File: src/rtl/cell_rect_sequencer_if.sv
// Cell paint request channel plus line command channel toward the line drawer.
// master = requester / line consumer side, slave = the sequencer.
`timescale 1ns/1ps
interface cell_rect_sequencer_if;
    logic        req_valid;
    logic        req_ready;
    logic [3:0]  req_row;
    logic [3:0]  req_col;
    logic [2:0]  req_color;
    logic        req_mode;
    logic        line_valid;
    logic        line_ready;
    logic [10:0] x0;
    logic [10:0] x1;
    logic [10:0] y;
    logic [2:0]  color_line;
    logic        done;
    logic        err;

    modport master (
        output req_valid, req_row, req_col, req_color, req_mode, line_ready,
        input  req_ready, line_valid, x0, x1, y, color_line, done, err
    );

    modport slave (
        input  req_valid, req_row, req_col, req_color, req_mode, line_ready,
        output req_ready, line_valid, x0, x1, y, color_line, done, err
    );
endinterface

File: src/rtl/cell_rect_sequencer.sv
// Turns one cell paint request into horizontal line commands (fill or outline); first line 1 cycle after accept.
// Commands held stable under line_ready backpressure; requests accepted only in IDLE.
`timescale 1ns/1ps
module cell_rect_sequencer #(
    parameter int CELL_SIZE = 40,
    parameter int GRID_X0   = 100,
    parameter int GRID_Y0   = 20,
    parameter int INSET     = 2
) (
    input  logic                  clk,
    input  logic                  reset,
    cell_rect_sequencer_if.slave  bus
);
    localparam logic [10:0] LW_CELL  = 11'(CELL_SIZE);
    localparam logic [10:0] LW_X0    = 11'(GRID_X0);
    localparam logic [10:0] LW_Y0    = 11'(GRID_Y0);
    localparam logic [10:0] LW_INSET = 11'(INSET);
    localparam logic [10:0] LW_SPAN  = 11'(CELL_SIZE - 2*INSET - 1);

    typedef enum logic [1:0] {IDLE, CHECK, EMIT, DONE} state_t;

    state_t      r_state;
    logic [3:0]  r_row;
    logic [3:0]  r_col;
    logic [2:0]  r_color;
    logic        r_mode;
    logic        r_side;
    logic [10:0] r_l;
    logic [10:0] r_r;
    logic [10:0] r_t;
    logic [10:0] r_b;
    logic [10:0] r_x0;
    logic [10:0] r_x1;
    logic [10:0] r_y;
    logic [2:0]  r_color_line;
    logic        r_req_ready;
    logic        r_line_valid;
    logic        r_done;
    logic        r_err;

    logic [10:0] w_l;
    logic [10:0] w_t;
    logic [10:0] w_y_nxt;
    logic        w_range_bad;
    logic        w_hs;

    assign w_l         = LW_X0 + 11'(r_col) * LW_CELL + LW_INSET;
    assign w_t         = LW_Y0 + 11'(r_row) * LW_CELL + LW_INSET;
    assign w_y_nxt     = r_y + 11'd1;
    assign w_range_bad = (r_row > 4'd8) || (r_col > 4'd8);
    assign w_hs        = r_line_valid && bus.line_ready;

    always_ff @(posedge clk) begin
        if (reset) begin
            r_state      <= IDLE;
            r_row        <= '0;
            r_col        <= '0;
            r_color      <= '0;
            r_mode       <= 1'b0;
            r_side       <= 1'b0;
            r_l          <= '0;
            r_r          <= '0;
            r_t          <= '0;
            r_b          <= '0;
            r_x0         <= '0;
            r_x1         <= '0;
            r_y          <= '0;
            r_color_line <= '0;
            r_req_ready  <= 1'b1;
            r_line_valid <= 1'b0;
            r_done       <= 1'b0;
            r_err        <= 1'b0;
        end else begin
            r_done <= 1'b0;
            r_err  <= 1'b0;
            case (r_state)
                IDLE: begin
                    if (bus.req_valid) begin
                        r_row       <= bus.req_row;
                        r_col       <= bus.req_col;
                        r_color     <= bus.req_color;
                        r_mode      <= bus.req_mode;
                        r_req_ready <= 1'b0;
                        r_state     <= CHECK;
                    end
                end
                CHECK: begin
                    if (w_range_bad) begin
                        r_err       <= 1'b1;
                        r_req_ready <= 1'b1;
                        r_state     <= IDLE;
                    end else begin
                        r_l          <= w_l;
                        r_r          <= w_l + LW_SPAN;
                        r_t          <= w_t;
                        r_b          <= w_t + LW_SPAN;
                        r_x0         <= w_l;
                        r_x1         <= w_l + LW_SPAN;
                        r_y          <= w_t;
                        r_color_line <= r_color;
                        r_side       <= 1'b0;
                        r_line_valid <= 1'b1;
                        r_state      <= EMIT;
                    end
                end
                EMIT: begin
                    if (w_hs) begin
                        if (r_y == r_b) begin
                            r_line_valid <= 1'b0;
                            r_done       <= 1'b1;
                            r_state      <= DONE;
                        end else if (!r_mode) begin
                            r_y <= w_y_nxt;
                        end else if ((r_y != r_t) && !r_side) begin
                            // middle row: left pixel done, now the right pixel
                            r_x0   <= r_r;
                            r_x1   <= r_r;
                            r_side <= 1'b1;
                        end else begin
                            r_side <= 1'b0;
                            r_y    <= w_y_nxt;
                            r_x0   <= r_l;
                            r_x1   <= (w_y_nxt == r_b) ? r_r : r_l;
                        end
                    end
                end
                DONE: begin
                    r_req_ready <= 1'b1;
                    r_state     <= IDLE;
                end
                default: begin
                    r_req_ready  <= 1'b1;
                    r_line_valid <= 1'b0;
                    r_state      <= IDLE;
                end
            endcase
        end
    end

    assign bus.req_ready  = r_req_ready;
    assign bus.line_valid = r_line_valid;
    assign bus.x0         = r_x0;
    assign bus.x1         = r_x1;
    assign bus.y          = r_y;
    assign bus.color_line = r_color_line;
    assign bus.done       = r_done;
    assign bus.err        = r_err;
endmodule
File: src/flat_wrapper.sv
// flat-port wrapper written by rule: the top's interface ports become plain ports
module cell_rect_sequencer_flat 
#(
    parameter int CELL_SIZE = 40,
    parameter int GRID_X0   = 100,
    parameter int GRID_Y0   = 20,
    parameter int INSET     = 2
)
  (clk, reset, bus_req_valid, bus_req_row, bus_req_col, bus_req_color, bus_req_mode, bus_line_ready, bus_req_ready, bus_line_valid, bus_x0, bus_x1, bus_y, bus_color_line, bus_done, bus_err);
  cell_rect_sequencer_if bus_i ();
  input  logic clk;
  input  logic reset;
  input wire logic [$bits(bus_i.req_valid)-1:0] bus_req_valid;
  input wire logic [$bits(bus_i.req_row)-1:0] bus_req_row;
  input wire logic [$bits(bus_i.req_col)-1:0] bus_req_col;
  input wire logic [$bits(bus_i.req_color)-1:0] bus_req_color;
  input wire logic [$bits(bus_i.req_mode)-1:0] bus_req_mode;
  input wire logic [$bits(bus_i.line_ready)-1:0] bus_line_ready;
  output wire logic [$bits(bus_i.req_ready)-1:0] bus_req_ready;
  output wire logic [$bits(bus_i.line_valid)-1:0] bus_line_valid;
  output wire logic [$bits(bus_i.x0)-1:0] bus_x0;
  output wire logic [$bits(bus_i.x1)-1:0] bus_x1;
  output wire logic [$bits(bus_i.y)-1:0] bus_y;
  output wire logic [$bits(bus_i.color_line)-1:0] bus_color_line;
  output wire logic [$bits(bus_i.done)-1:0] bus_done;
  output wire logic [$bits(bus_i.err)-1:0] bus_err;
  assign bus_i.req_valid = bus_req_valid;
  assign bus_i.req_row = bus_req_row;
  assign bus_i.req_col = bus_req_col;
  assign bus_i.req_color = bus_req_color;
  assign bus_i.req_mode = bus_req_mode;
  assign bus_i.line_ready = bus_line_ready;
  assign bus_req_ready = bus_i.req_ready;
  assign bus_line_valid = bus_i.line_valid;
  assign bus_x0 = bus_i.x0;
  assign bus_x1 = bus_i.x1;
  assign bus_y = bus_i.y;
  assign bus_color_line = bus_i.color_line;
  assign bus_done = bus_i.done;
  assign bus_err = bus_i.err;
  cell_rect_sequencer #(.CELL_SIZE(CELL_SIZE), .GRID_X0(GRID_X0), .GRID_Y0(GRID_Y0), .INSET(INSET)) u_core (.clk(clk), .reset(reset), .bus(bus_i));
endmodule
File: config.mk
export PLATFORM = sky130hd
export DESIGN_NAME = cell_rect_sequencer_flat
export DESIGN_NICKNAME = d
export VERILOG_FILES = /design/src/rtl/cell_rect_sequencer_if.sv /design/src/rtl/cell_rect_sequencer.sv /design/src/flat_wrapper.sv
export SDC_FILE = /design/constraint.sdc
export NUM_CORES = 1
export LEC_CHECK = 0
export CORE_ASPECT_RATIO = 1.25
export CORE_MARGIN = 5
export CORE_UTILIZATION = 40
export DETAILED_ROUTE_END_ITERATION = 7
export PLACE_DENSITY_LB_ADDON = 0.05
export SKIP_CTS_REPAIR_TIMING = 1
export SLEW_MARGIN = 10
export SYNTH_ARGS = -nofsm -noshare
export SYNTH_HDL_FRONTEND = slang
export SYNTH_SLANG_ARGS = --single-unit
export TNS_END_PERCENT = 30
File: constraint.sdc
create_clock -name clk -period 9.23 [get_ports clk]
set_input_delay 1.846 -clock clk [delete_from_list [all_inputs] [get_ports clk]]
set_output_delay 1.846 -clock clk [all_outputs]
set_load 0.05 [all_outputs]
======== Word-level counts from Yosys, hierarchy flattened ========
Index checks and enable logic that the tools add are counted.
storage, ports and cells
  bits in registers ....................... 99
  bits in latches ......................... 0
  RAM bits ................................ 0
  memory bits (read-only) ................. 0
  bits of input ports ..................... 16
  output and inout port bits .............. 40
  logic and storage cells ................. 102
  memories ................................ 0
operators by class
  $add $sub $neg .......................... 7
  $mul .................................... 2
  div/mod/pow operators ................... 0
  $lt $le $gt $ge ......................... 2
  equal/unequal tests ..................... 14
  shift-type cells ........................ 0
  muxes and demuxes ....................... 39
  bitwise gates (word level) .............. 4
  reduce and logical (&&, ||, !) cells .... 16
operators by type and width
  operator                 count
  $mux W11                 16
  $pmux W11 S2             3
  $add A11 B2 Y11 const B  2
  $add A11 B6 Y11 const B  2
  $eq A11 B11 Y1           2
  $mul A4 B3 Y7 const B    2
  $mux W1                  12
  $add A11 B1 Y11 const B  1
  $add A5 B10 Y11 const A  1
  $add A7 B10 Y11 const A  1
  $ne A11 B11 Y1           1
  $reduce_and A5 Y1        2
  $gt A4 B4 Y1 const B     2
  $mux W2                  4
  $ne A2 B1 Y1 const B     4
  $pmux W2 S4              1
  $ne A2 B2 Y1 const B     3
  $reduce_and A3 Y1        2
  $eq A2 B2 Y1 const B     2
  $not A1 Y1               4
  $pmux W1 S2              2
  $reduce_and A2 Y1        2
  $reduce_and A4 Y1        1
  $ne A3 B3 Y1 const B     1
  other kinds (10)         11

======== Depth between registers and ports, before layout ========
  depth after elaboration ................. 8
  mapped depth ............................ 11
  gate-level depth less buffers ........... 11

======== Worst setup path after synthesis ========
No wires, ideal clock.
  path kind ............................... in2reg
  start ................................... in bus_line_ready
  end ..................................... reg u_core.r_side
  library setup time ...................... 70 ps
  arrival ................................. 2997 ps
  data required time ...................... 9160 ps
  setup slack ............................. 6163 ps
  cell stages on the path ................. 6
  buffers on the path ..................... 1
  cell sequence ........................... nand2_1 > a311o_1 > a21oi_2 > buf_2 > nand3_1 > a21oi_1
on the way
  word-level cells in the longest chain between the ends .. 3
RTL lines
  what                                RTL line                    RTL
  start: declaration                  flat_wrapper.sv:18          input wire logic [$bits(bus_i.line_ready)-1:0] bus_line_ready;
  $logic_and A1 B1 Y1                 cell_rect_sequencer.sv:51   assign w_hs = r_line_valid && bus.line_ready;
  $ne A2 B1 Y1 (no source line)       --
  $reduce_and A5 Y1 (no source line)  --
  end signal: assignment              cell_rect_sequencer.sv:60   r_side <= 1'b0;
  end signal: assignment              cell_rect_sequencer.sv:101  r_side <= 1'b0;
  end signal: assignment              cell_rect_sequencer.sv:118  r_side <= 1'b1;
  end: declaration                    cell_rect_sequencer.sv:27   logic r_side;
No other way between the ends.
A chain may end at the register's enable or synchronous reset.

======== Worst setup path in the final report ========
  start ................................... in bus_line_ready
  end ..................................... reg u_core.r_x1[10], in the netlist u_core.bus.x1[10]
on the way
  word-level cells in the longest chain between the ends .. 3
RTL lines
  what                                RTL line                    RTL
  $logic_and A1 B1 Y1                 cell_rect_sequencer.sv:51
  $ne A2 B1 Y1 (no source line)       --
  $reduce_and A5 Y1 (no source line)  --
  end signal: assignment              cell_rect_sequencer.sv:98   r_x1 <= w_l + LW_SPAN;
  end signal: assignment              cell_rect_sequencer.sv:117  r_x1 <= r_r;
  end signal: assignment              cell_rect_sequencer.sv:123  r_x1 <= (w_y_nxt == r_b) ? r_r : r_l;
  end: declaration                    cell_rect_sequencer.sv:33   logic [10:0] r_x1;
No other way between the ends.

==> results <==
- The flow ran to the end, and the final reports show no timing, DRC or antenna violations.
- On the critical path, the stage with the largest delay is an instance of a21oi_2.
- The pin count of the biggest net entering global routing is 93.
- Overall power consumption after layout is estimated at 1.322 mW.
- Measured along the x axis, the die boundary spans 109.4 um.
- For this run the aggregate overflow at the end of global routing stands at 0.
- The number of detailed-routing iterations run before antenna repair is 4.
- The core occupancy in the finished layout is 48.13%.
- After detailed routing, the number of vias per cell comes to 5.342.
- Of the available clock period, the critical path in the final layout requires 41.61%.
- The detailed router placed 4311 vias in this run.
- The number of global-route vias before repair is 4218.
- In the final layout, the multi-input gates occupy 0.002965 mm^2.
- Summing every instance area after synthesis gives 0.004941 mm^2.
- The global router's overall resource usage is 18.18%.
- The final number of max-transition violations is 0.
- The most used flip-flop cell after synthesis is dfxtp_1.
- The normalized max-slew margin is 32.32%.
- Once the floorplan was initialized, standard cells occupied 40.82% of the core.
- The routed design could run at a clock period as short as 3.841 ns.
- By startpoint and endpoint, the worst setup path is classified as input port to register.
- At the pin with the least slew margin, the transition time is 1.015 ns.
- For the worst setup path, the data required time is 9.46 ns.
- The total die area is 0.01469 mm^2.
- The number of endpoints with negative hold slack in the final report is 0.
- For this run, design rule violations remaining after detail routing come to 0.
- The part of the power in registers is 35.5%.
- The kind of launch point of the worst setup path is an input port.
- The post-detailed-routing wire length is 13.03 mm.
- The number of buffers added on ports is 55.
- After the last flow step, the layout net total stands at 678.
- The count of synthesis-stage warnings from yosys is 0.
- Setup violations remaining at the end of the flow were counted as 0.
- The number of antenna cells inserted is 0.
- The cell leakage power is 2.100 nW.
- The register area is 0.001722 mm^2.
- The clock tree skew after final layout is 0.004132 ns.
- Yosys mapped the design onto 60 distinct sky130hd cell types.
- The number of design-rule violations left by the first detailed-router iteration is 185.
- Yosys mapped a number of flops with a built-in enable equal to 0.
- The net switching fraction of the power is 37.82%.
- The sequential share of the synthesized area is 34.84%.
- Adding up every negative setup slack in the final design gives 0 ns.
- The clock passes through at most 2 buffers.
- The global-route wire length before repair is 21.40 mm.
- Cells with a size suffix above 1 make up 5.443% of the layout.
- The number of fill cells in the layout is 1202.
- Setup repair after global routing left no endpoint under its margin.
- The kind of capture point of the worst setup path is a register.
- The average wire length per cell after detail routing is 16.15 um.
- The peak fanout along the critical path is 17.
- For this run, the number of standard cells in the final layout without fillers is 807.
- In this run the clock root is driven by a clkbuf_16.
- The clock net sink count is 86.
- The internal power consumption is 0.8219 mW.
- The cell total after placement is 791.
- The relative area change from synthesis to final layout is 17.93%.
- Walking the worst path, the cells encountered are clkdlybuf4s50_1, nand2_1, a311o_1, a21oi_2, nor2_1, a22o_1.
- After clock tree synthesis, the clock-pin slew on the worst setup and hold paths is 0.06 ns.
- The total area inside the core boundary comes to 0.01211 mm^2.
- The initial antenna violation count was 0.
- The number of ports placed on the die boundary is 56.
- On the worst path, the slowest cell contributes a delay of 0.68 ns.
- Across the VDD grid, the largest voltage drop is 0.1116 mV.
- The total power density per cell area is 226.9 mW/mm^2.
- The number of CTS-inserted buffers is 9.
- Counting flops with an async set or reset pin after synthesis yields a share of 0%.
- Of the total power, the clock network draws 29.5%.
- The placed wire-length estimate is 8.987 mm.
- A synthesized cell averages 8.047 um^2.
- For the worst-skew pair, the clock arrives at the later sink with an insertion delay of 0.34 ns.
- The global placement routability congestion is 0.8725.
- The worst hold slack after final layout is 0.4552 ns.
- After synthesis the netlist holds a flip-flop and latch count of 86.
- The antenna violation net count after detailed routing is 0.
- The maximum frequency from static timing analysis is 260.4 MHz.
- The floorplan step set the die height to 134.3 um.
- The buffers plus inverters on the worst setup path is 1.
- In this run the number of H-tree levels came out at 3.
- For the worst setup path, the data arrival time is 4.07 ns.
- The worst hold path belongs to the class register to register.
- The number of core rows is 45.
- Synthesis produced a netlist with a net count of 654.
- Combinational logic burns 35.0% of the power.
- The kind of cell adding the most delay to the critical path is compound AO/OA/AOI/OAI gates.
- The total of max-cap violations is 0.
- TritonCTS built the clock tree.
- Synthesis produced a netlist whose cell count is 614.
- The analysis attributes to net switching a power of 0.5000 mW.
## power by group through the flow
stage                     Clock, mW  Combinational (mW)  Sequential (mW)
after floorplan                   0               0.294            0.525
after global placement            0               0.460            0.476
after detailed placement          0               0.463            0.478
after CTS                     0.396               0.465            0.470
after global routing          0.413               0.505            0.478
final                         0.390               0.462            0.469
## layout make-up
class	instances	share of cell area, %
Clock buffer	14	4.874
Timing Repair Buffer	58	9.749
Inverter	12	0.7730
Clock inverter	2	0.6442
Tap cell	164	3.522
Sequential cell	86	29.55
Multi-Input combinational cell	471	50.89
## worst paths after layout
check	startpoint	endpoint	depth (start not counted)	slack [ns]
worst min register to register	u_core.bus.x0[0]	u_core.bus.x0[0]	2	0.46
worst max-delay path	bus_line_ready	u_core.bus.x1[10]	6	5.39
worst max register to register	u_core.r_col[3]	u_core.bus.x1[9]	10	5.76
worst min-delay path	u_core.bus.x0[0]	u_core.bus.x0[0]	2	0.46
## cells in the final DEF (no fill, tap or decap), drive strengths merged, types with 18 or more instances in the layout
cell type       n
a21oi          70
clkdlybuf4s50  54
dfxtp          86
ha             22
mux2i          18
nand2          75
nor2           72
nor3           21
xnor2          22
## metal layers
layer,share of wire (%),vias up,track usage [%]
li1,-,2202,-
met1,50,2020,25.08
met2,45,76,28.92
met3,3.8,13,3.659
met4,1.1,0,4.574
met5,0,-,0
## state kept, by name, indices dropped and copies added (netlist names), 3 cells and up, named ones only
name,flops
u_core.bus.color_line,3
u_core.bus.x0,10
u_core.bus.x1,10
u_core.bus.y,11
u_core.r_b,9
u_core.r_col,4
u_core.r_color,3
u_core.r_l,8
u_core.r_r,8
u_core.r_row,4
u_core.r_t,8
## cells by family after synthesis
family | count (synthesis) | share of synthesized area (%)
multiplexers | 18 | 3.646
adder cells (fa/ha/maj) | 25 | 6.584
AO/OA/AOI/OAI | 146 | 19.30
XOR/XNOR | 38 | 6.736
buffers and inverters | 57 | 5.166
flip-flops | 86 | 34.84
AND/OR/NAND/NOR | 244 | 23.73
## Yosys cell counts (all sizes together), types with 3 or more instances
master,count,share of area (%)
nor4,5,0.63
nand4,8,1.0
nand2b,13,1.6
o211ai,7,1.1
and3,3,0.38
and4,4,0.71
nand3,13,1.4
o21ai,16,1.7
nor3,21,2.2
or3,6,0.76
or4b,3,0.61
a32o,4,0.81
xnor2,22,3.9
ha,22,5.6
buf,15,2.0
mux2i,18,3.6
a21boi,3,0.53
a22oi,4,0.61
a21oi,70,7.2
nor2,72,5.5
o32ai,5,0.89
nand2,75,5.7
o22ai,4,0.51
inv,12,0.91
o21a,3,0.46
a31oi,4,0.81
nor2b,3,0.38
and2,5,0.63
nand3b,5,0.76
dfxtp,86,35
xor2,16,2.8
clkbuf,30,2.3
a311oi,4,0.71
a211oi,14,2.2
## worst register-to-register path: stages (launching register included)
cell and delay (ns):
dfxtp_1 0.52, ha_1 0.31, ha_1 0.25, fa_1 0.58, o211ai_1 0.18, o21ai_0 0.17
o211ai_1 0.25, or4b_2 0.62, and4_1 0.23, a22oi_1 0.16, nor2_1 0.06
## stage by stage
step,area (um^2),setup slack (ns)
after CTS,5827,5.412
final,5827,5.389
after floorplan,4941,6.163
after global placement,5505,5.065
after detailed placement,5505,5.060
after global routing,5827,5.297
No activity file was read; power rests on OpenSTA's default activity.
